==> src/rtl/mem_port_scheduler_pkg.sv <==
// Shared types and memory-interface widths for the memory port scheduler.
// The memory-defines header values are provided here when not already defined.
`ifndef MEM_ADDR_BITS
`define MEM_ADDR_BITS 32
`endif
`ifndef MEM_TAG_BITS
`define MEM_TAG_BITS 5
`endif
`ifndef MEM_DATA_BITS
`define MEM_DATA_BITS 32
`endif
`ifndef MEM_TAG_SRC_BIT
`define MEM_TAG_SRC_BIT 0
`endif

package mem_port_scheduler_pkg;
  localparam int ADDR_W      = `MEM_ADDR_BITS;
  localparam int TAG_W       = `MEM_TAG_BITS;
  localparam int DATA_W      = `MEM_DATA_BITS;
  localparam int TAG_SRC_BIT = `MEM_TAG_SRC_BIT;
  localparam int SEQ_W       = 3;

  typedef enum logic {
    ST_IDLE  = 1'b0,
    ST_WDATA = 1'b1
  } sched_state_e;

  // Source bit sits at the bottom, the wrapping sequence number directly above it.
  function automatic logic [TAG_W-1:0] make_tag(input logic [SEQ_W-1:0] seq, input logic src);
    logic [TAG_W-1:0] t;
    t            = '0;
    t[SEQ_W:1]   = seq;
    t[TAG_SRC_BIT] = src;
    return t;
  endfunction
endpackage

==> src/rtl/mem_sched_credit_counter.sv <==
// Outstanding-request credit counter (saturating both ways) plus the
// response beat counter whose final beat releases one credit.
module mem_sched_credit_counter #(
  parameter int MAX_COUNT = 4,
  parameter int BEATS     = 4
) (
  input  logic                                clk,
  input  logic                                reset,
  input  logic                                i_inc,
  input  logic                                i_beat,
  output logic [$clog2(MAX_COUNT+1)-1:0]      o_count,
  output logic [((BEATS > 1) ? $clog2(BEATS) : 1)-1:0] o_beat,
  output logic                                o_last_beat
);
  localparam int CW = $clog2(MAX_COUNT + 1);
  localparam int BW = (BEATS > 1) ? $clog2(BEATS) : 1;
  localparam logic [CW-1:0] COUNT_MAX = CW'(MAX_COUNT);
  localparam logic [BW-1:0] BEAT_LAST = BW'(BEATS - 1);

  logic [CW-1:0] r_count;
  logic [BW-1:0] r_beat;

  assign o_last_beat = i_beat && (r_beat == BEAT_LAST);
  assign o_count     = r_count;
  assign o_beat      = r_beat;

  // Simultaneous increment and release cancel; stale releases at zero are dropped.
  always_ff @(posedge clk) begin
    if (reset) begin
      r_count <= '0;
      r_beat  <= '0;
    end else begin
      if (i_beat)
        r_beat <= (r_beat == BEAT_LAST) ? '0 : r_beat + 1'b1;
      if (i_inc && !o_last_beat && (r_count != COUNT_MAX))
        r_count <= r_count + 1'b1;
      else if (o_last_beat && !i_inc && (r_count != '0))
        r_count <= r_count - 1'b1;
    end
  end
endmodule

==> src/rtl/mem_port_scheduler.sv <==
// Shares one main-memory port between icache and dcache with tagged responses.
// Define MEM_SCHED_PERF_EN to add grant/stall performance counters.
module mem_port_scheduler
  import mem_port_scheduler_pkg::*;
#(
  parameter int DATA_BEATS      = 4,
  parameter int MAX_OUTSTANDING = 4,
  parameter int STARVE_LIMIT    = 8
) (
  input  logic              clk,
  input  logic              reset,
  input  logic              ic_req_valid,
  output logic              ic_req_ready,
  input  logic [ADDR_W-1:0] ic_req_addr,
  output logic              ic_resp_valid,
  input  logic              dc_req_valid,
  output logic              dc_req_ready,
  input  logic              dc_req_rw,
  input  logic [ADDR_W-1:0] dc_req_addr,
  input  logic              dc_data_valid,
  output logic              dc_data_ready,
  output logic              dc_resp_valid,
  output logic              mem_req_valid,
  input  logic              mem_req_ready,
  output logic              mem_req_rw,
  output logic [ADDR_W-1:0] mem_req_addr,
  output logic [TAG_W-1:0]  mem_req_tag,
  output logic              mem_req_data_valid,
  input  logic              mem_req_data_ready,
  input  logic              mem_resp_valid,
  input  logic [TAG_W-1:0]  mem_resp_tag
`ifdef MEM_SCHED_PERF_EN
  ,
  output logic [31:0]       perf_ic_grants,
  output logic [31:0]       perf_dc_grants,
  output logic [31:0]       perf_stall_cycles
`endif
);
  localparam int CW = $clog2(MAX_OUTSTANDING + 1);
  localparam int BW = (DATA_BEATS > 1) ? $clog2(DATA_BEATS) : 1;
  localparam int SW = $clog2(STARVE_LIMIT + 1);
  localparam logic [CW-1:0] CREDIT_MAX = CW'(MAX_OUTSTANDING);
  localparam logic [BW-1:0] BEAT_LAST  = BW'(DATA_BEATS - 1);
  localparam logic [SW-1:0] STARVE_MAX = SW'(STARVE_LIMIT);

  sched_state_e     r_state, w_state_nxt;
  logic [CW-1:0]    w_credits;
  logic [BW-1:0]    w_rbeat_unused;
  logic [BW-1:0]    r_wbeat;
  logic [SW-1:0]    r_starve;
  logic [SEQ_W-1:0] r_seq;
  logic w_resp_last, w_has_credit, w_ic_elig, w_dc_elig, w_sel_dc, w_sel_valid;
  logic w_accept, w_acc_write, w_acc_read, w_in_wdata, w_wbeat_acc;

  mem_sched_credit_counter #(
    .MAX_COUNT (MAX_OUTSTANDING),
    .BEATS     (DATA_BEATS)
  ) u_credit (
    .clk         (clk),
    .reset       (reset),
    .i_inc       (w_acc_read),
    .i_beat      (mem_resp_valid),
    .o_count     (w_credits),
    .o_beat      (w_rbeat_unused),
    .o_last_beat (w_resp_last)
  );

  // A credit freed by this cycle's final response beat is usable immediately.
  always_comb begin
    w_has_credit = (w_credits < CREDIT_MAX) || w_resp_last;
    w_ic_elig    = ic_req_valid && w_has_credit;
    w_dc_elig    = dc_req_valid && (dc_req_rw || w_has_credit);
    w_sel_dc     = w_dc_elig && !(w_ic_elig && (r_starve == STARVE_MAX));
    w_sel_valid  = !reset && (r_state == ST_IDLE) && (w_sel_dc || w_ic_elig);
    w_accept     = w_sel_valid && mem_req_ready;
    w_acc_write  = w_accept && w_sel_dc && dc_req_rw;
    w_acc_read   = w_accept && !w_acc_write;
    w_in_wdata   = !reset && (r_state == ST_WDATA);
    w_wbeat_acc  = w_in_wdata && dc_data_valid && mem_req_data_ready;
  end

  assign mem_req_valid      = w_sel_valid;
  assign mem_req_rw         = w_sel_valid && w_sel_dc && dc_req_rw;
  assign mem_req_addr       = w_sel_valid ? (w_sel_dc ? dc_req_addr : ic_req_addr) : '0;
  assign mem_req_tag        = w_sel_valid ? make_tag(r_seq, w_sel_dc) : '0;
  assign ic_req_ready       = w_accept && !w_sel_dc;
  assign dc_req_ready       = w_accept && w_sel_dc;
  assign mem_req_data_valid = w_in_wdata && dc_data_valid;
  assign dc_data_ready      = w_in_wdata && mem_req_data_ready;
  assign ic_resp_valid      = !reset && mem_resp_valid && !mem_resp_tag[TAG_SRC_BIT];
  assign dc_resp_valid      = !reset && mem_resp_valid && mem_resp_tag[TAG_SRC_BIT];

  always_ff @(posedge clk) begin
    if (reset) r_state <= ST_IDLE;
    else       r_state <= w_state_nxt;
  end

  always_comb begin
    w_state_nxt = r_state;
    case (r_state)
      ST_IDLE:  if (w_acc_write) w_state_nxt = ST_WDATA;
      ST_WDATA: if (w_wbeat_acc && (r_wbeat == BEAT_LAST)) w_state_nxt = ST_IDLE;
      default:  w_state_nxt = ST_IDLE;
    endcase
  end

  // Waiting during a write burst still counts as being denied.
  always_ff @(posedge clk) begin
    if (reset) begin
      r_wbeat  <= '0;
      r_seq    <= '0;
      r_starve <= '0;
    end else begin
      if (w_wbeat_acc)
        r_wbeat <= (r_wbeat == BEAT_LAST) ? '0 : r_wbeat + 1'b1;
      if (w_accept)
        r_seq <= r_seq + 1'b1;
      if (!ic_req_valid || ic_req_ready)
        r_starve <= '0;
      else if (r_starve != STARVE_MAX)
        r_starve <= r_starve + 1'b1;
    end
  end

`ifdef MEM_SCHED_PERF_EN
  logic [31:0] r_perf_ic, r_perf_dc, r_perf_stall;

  always_ff @(posedge clk) begin
    if (reset) begin
      r_perf_ic    <= '0;
      r_perf_dc    <= '0;
      r_perf_stall <= '0;
    end else begin
      if (ic_req_ready) r_perf_ic <= r_perf_ic + 32'd1;
      if (dc_req_ready) r_perf_dc <= r_perf_dc + 32'd1;
      if ((ic_req_valid || dc_req_valid) && !(ic_req_ready || dc_req_ready))
        r_perf_stall <= r_perf_stall + 32'd1;
    end
  end

  assign perf_ic_grants    = r_perf_ic;
  assign perf_dc_grants    = r_perf_dc;
  assign perf_stall_cycles = r_perf_stall;
`endif
endmodule
==> config.mk <==
export PLATFORM = sky130hd
export DESIGN_NAME = mem_port_scheduler
export DESIGN_NICKNAME = d
export VERILOG_FILES = /design/src/rtl/mem_port_scheduler_pkg.sv /design/src/rtl/mem_sched_credit_counter.sv /design/src/rtl/mem_port_scheduler.sv
export SDC_FILE = /design/constraint.sdc
export NUM_CORES = 1
export LEC_CHECK = 0
export CAP_MARGIN = 15
export CELL_PAD_IN_SITES_DETAIL_PLACEMENT = 1
export CELL_PAD_IN_SITES_GLOBAL_PLACEMENT = 1
export CORE_AREA = 2 2 89 91
export CTS_CLUSTER_SIZE = 25
export DETAILED_ROUTE_END_ITERATION = 16
export DIE_AREA = 0 0 91 93
export GPL_TIMING_DRIVEN = 1
export PLACE_DENSITY = 0.84
export SLEW_MARGIN = 25
export SYNTH_ARGS = -nofsm -noshare
export SYNTH_HDL_FRONTEND = slang
export SYNTH_SLANG_ARGS = --single-unit
==> constraint.sdc <==
create_clock -name clk -period 3.94 [get_ports clk]
set_input_delay 1.182 -clock clk [delete_from_list [all_inputs] [get_ports clk]]
set_output_delay 1.182 -clock clk [all_outputs]
set_load 0.02 [all_outputs]
# Word-level counts from Yosys, hierarchy flattened
# Index checks and enable logic that the tools add are counted.
# word_totals
regBits	15
wordCells	70
out_inout_bits	45
# classes
mux	10
n_eq_ne	5
order_cmp	1
bitwise_logic	1
n_reduce_logical	41
add_sub_neg	6
# op_table
cell	count
two-way mux 32 bit	2
logical AND 1 bit	26
logical NOT 1 bit	8
adder 3 x 1 -> 3 bit (second input constant)	2
two-way mux 3 bit	2
adder 2 x 1 -> 2 bit (second input constant)	2
adder 4 x 1 -> 4 bit (second input constant)	1
== test 2 bit (second input constant)	2
== test 4 bit (second input constant)	1
logical OR 1 bit	4
two-way mux 2 bit	2
two-way mux 4 bit	1
inequality test 4 bit (second input constant)	1
< comparator 3 bit (second input constant)	1
inequality test 3 bit (second input constant)	1
nonzero test 3 bit	1
subtractor 3 x 1 -> 3 bit (second input constant)	1
two-way mux 1 bit	2
case mux 1 bit (2 select lines)	1
nonzero test 2 bit	1
OR reduction 2 bit	1
inverter 1 bit	1

# Depth between registers and ports, before layout
# depth
ltp_word	19
ltp_mapped	10

# Cells and area by module
# From an unflattened synthesis, not the netlist that was laid out.
# unflattened
hier_cells	153
area_unflattened_um2	1357.6
# modules_own_cells
mod	n_inst	area_per_inst_um2	cells_per_inst
mem_port_scheduler	1	1043.5	119
mem_sched_credit_counter	1	314.1	34

# Worst setup path before layout
# No wires, ideal clock.
# synth_timing
kind	input to output
from	input mem_resp_valid
to	output mem_req_addr[17]
setup_slack_ps	309
cell_stages	6
arrival_ps	2449
t_required_ps	2758
cell_sequence	buf_6 a21bo_2 nor2_1 clkbuf_1 o21ai_0 a21oi_1
# synth_between
elab_chain_len	9
elab_cells_between_ends	12
# synth_rtl
item	line_no	rtl
from (decl)	mem_port_scheduler.sv:30	input logic mem_resp_valid,
logical AND 1 bit *	mem_sched_credit_counter.sv:23	assign o_last_beat = i_beat && (r_beat == BEAT_LAST);
logical OR 1 bit *	mem_port_scheduler.sv:70	w_has_credit = (w_credits < CREDIT_MAX) || w_resp_last;
logical AND 1 bit	mem_port_scheduler.sv:71	w_ic_elig = ic_req_valid && w_has_credit;
logical AND 1 bit	mem_port_scheduler.sv:73	w_sel_dc = w_dc_elig && !(w_ic_elig && (r_starve == STARVE_MAX));
logical NOT 1 bit	mem_port_scheduler.sv:73	
logical AND 1 bit	mem_port_scheduler.sv:73	
logical OR 1 bit	mem_port_scheduler.sv:74	w_sel_valid = !reset && (r_state == ST_IDLE) && (w_sel_dc || w_ic_elig);
logical AND 1 bit	mem_port_scheduler.sv:74	
two-way mux 32 bit *	mem_port_scheduler.sv:84	assign mem_req_addr = w_sel_valid ? (w_sel_dc ? dc_req_addr : ic_req_addr) : '0;
to (decl)	mem_port_scheduler.sv:26	output logic [ADDR_W-1:0] mem_req_addr,
# Mark *: on every way between the ends. The rest lies on a longest branch, timed or not.

# Worst setup path in the final report
# layout_timing
from	input mem_resp_valid
to	output mem_req_tag[1]
# layout_between
elab_chain_len	9
elab_cells_between_ends	11
# layout_rtl
item	line_no	rtl
logical AND 1 bit *	mem_sched_credit_counter.sv:23	
logical OR 1 bit *	mem_port_scheduler.sv:70	
logical AND 1 bit	mem_port_scheduler.sv:71	
logical AND 1 bit	mem_port_scheduler.sv:73	
logical NOT 1 bit	mem_port_scheduler.sv:73	
logical AND 1 bit	mem_port_scheduler.sv:73	
logical OR 1 bit *	mem_port_scheduler.sv:74	
logical AND 1 bit *	mem_port_scheduler.sv:74	
two-way mux 4 bit *	mem_port_scheduler.sv:85	assign mem_req_tag = w_sel_valid ? make_tag(r_seq, w_sel_dc) : '0;
to (decl)	mem_port_scheduler.sv:27	output logic [TAG_W-1:0] mem_req_tag,
# Marks and branches as above.

==> reports/metrics.csv <==
metric,value,unit
fin_total_pwr,589,uW
final_nets,453,
leakage,0.00131,uW
p_per_area,186,nW/um2
startpoint,mem_resp_valid,
htree_levels,1,
drtPass1Iterations,4,
synthArstFlopShare,0,%
cp.required,2.76,ns
multi_input_area,1230,um2
clkLatencyLatePin,0.25,ns
setup_violations,0,
seq_area,300,um2
maxSlewViolCount,0,
cts_buffers,3,
vias,2329,
rsz0062_at_grt,yes,
cts.sinks,15,
antenna_cells,0,
reg2reg_from,u_credit.o_beat[0],
fillers,952,
overflow,0,
grt_pass1_wl,12400,um
ant_nets,0,
ctsHoldBuffers,0,
syn_area,1620,um2
layout_commonest_cell,clkdlybuf4s50_1,
synth_ff_type,dfxtp_1,
critPathSlowestCell,dlygate4sd2_1,
syn-num-nets,319,
crit_fanout,6,
grt.total_usage,17.8,%
fin_area,3160,um2
finalHoldViolCount,0,
outcome,completed,
most-common-layout-cells,"clkdlybuf4s50_1, nand3_1, a21oi_1",
worst_pin_slew,0.881,ns
tns,0,ns
hp-start,r_seq[2],
clk_path_buf_depth,2,
die_x,91,um
grt_max_degree,33,
io_pins,123,
core,7530,um2
yosys_warnings,0,
area_growth_syn_to_layout,95.1,%
clock-skew-final,0.00533,ns
final_layout_size_suffix_gt1_share,22.8,%
initialDrtViolationCount,77,
fin_crit,3.88,ns
io_buffer_count,117,
cp.arrival,2.70,ns
rows,32,
worst-setup-path-type,primary input to primary output,
dp_hpwl,6010,um
layout_worst_path_cycle_share,98.5,%
antenna_found_initial,0,
endpoint_kind,primary output,
wire_per_inst,17.0,um
syn_avg_cell_area,6.89,um2
slew_headroom,40.5,%
initial_core_util,21.5,%
hold_class,flop to flop,
maxCapViolations,0,
place_congestion,0.767,
grt_pass1_vias,2548,
synth.distinct_cells,51,
synth.yosys.seq_area_share,18.5,%
slowest_delay,0.29,ns
drt-total-wl,8010,um
fmax,0.258,GHz
max-vdd-ir-drop,0.000131,V
viasPerCell,4.96,
die_h,93,um
drc_errors,0,
ys_seq_elements,15,
clkTransAtPathRegs,0.07,ns
syn_inst,235,
synth-edff-count,0,
path_cells,dlygate4sd2_1 -> a21boi_4 -> buf_4 -> nor2_4 -> o21ai_4 -> inv_2 -> and2_1 -> clkdlybuf4s15_1,
clockRootBuffer,clkbuf_8,
start_kind,primary input,
cts_tree,done,
fp.dieArea,8460,um2
dpl_cell_area,3090,um2
timing repair:
action,in CTS,in global routing
cloned,1,0
resized for setup,111,21
setup buffers,1,1
setup endpoints to repair,41,32
endpoints found under the hold margin,0,0
pin swaps,2,2
power breakdown:
group / internal (uW) / switching [uW] / total, uW / leakage, uW
logic: 156 / 139 / 295 / 0.00117
registers: 158 / 6.61 / 165 / 0.000122
clock network: 70.1 / 59.5 / 130 / 0.0000255
total: 384 / 205 / 589 / 0.00131
sequential cells by signal, indices dropped and copies added, names as in the netlist:
signal,count
r_starve,4
r_wbeat,2
u_credit.o_beat,2
r_state,1
u_credit.o_count,3
r_seq,3
layer usage:
| metal | GRT usage, % | up-vias | wire length [um] |
|---|---|---|---|
| met4 | 5.68 | 0 | 158 |
| li1 | - | 1137 | - |
| met3 | 2.34 | 12 | 305 |
| met5 | 0 | - | 0 |
| met2 | 35.1 | 67 | 4230 |
| met1 | 19.6 | 1113 | 3310 |
critical path: cells and delay by family:
family          cells  cell delay, ns
simple gates        2            0.21
compound gates      2            0.47
buf+inv             4            0.84
per-stage QoR:
step | util, % | hold WS [ns] | instances | setup WS, ns
floorplan | - | 0.429 | 235 | 0.309
global placement | 41.1 | 0.449 | 463 | -0.506
detailed placement | 41.1 | 0.466 | 463 | -0.589
CTS | 42.5 | 0.476 | 469 | -0.0110
global route | 42.0 | 0.517 | 470 | -0.0000246
finish | 42.0 | 0.468 | 470 | 0.0611
Yosys cell counts (2+ instances only):
master     instances  area share [%]
o2111ai_1          2             1.1
and3_1             2            0.77
buf_2              7             2.2
clkbuf_1           9             2.1
buf_4              2            0.93
nor3b_1            7             3.2
o21ai_1            6             1.9
ha_1               5             3.9
nor3_1             2            0.62
dfxtp_1           15              19
or4b_1             2             1.2
nand2_1            5             1.2
o21ai_2            2             1.1
o21a_1             2            0.93
and2_1             3             1.2
nand2b_1           6             2.3
or4_1              2            0.93
inv_1              4            0.93
buf_1              2            0.46
nand3_1           37              11
mux2i_1            4             2.5
a21oi_1           37              11
nor2_1            13             3.0
o21ai_0           32             9.9
path summary, 6_finish.rpt:
kind	to	slack [ns]	cells past startpoint
hold reg to reg	r_seq[2]	0.47	1
hold / removal	r_seq[2]	0.47	1
setup / recovery	mem_req_tag[1]	0.06	8
setup reg to reg	u_credit.o_count[2]	1.16	10
area by class of cell:
type | count | share of cell area, %
clock inverters | 1 | 0.158
repair buffers | 150 | 45.4
flip-flops and latches | 15 | 9.50
multi-input cells | 194 | 39.0
well taps | 102 | 4.04
clock buffers | 3 | 1.31
inverters | 5 | 0.594
kinds of logic (layout without fill, tap and decap cells):
group           after synthesis  after routing  synth area share [%]
compound gates               93             93                  34.4
xor+xnor                      2              2                  1.08
fa+ha+maj                     6              6                  5.10
buf+inv                      26            159                  7.49
flops                        15             15                  18.5
mux                           4              4                  2.47
other cells                   1              1                 0.231
simple gates                 88             88                  30.7
Note: power is estimated with default switching activity, not from simulation.
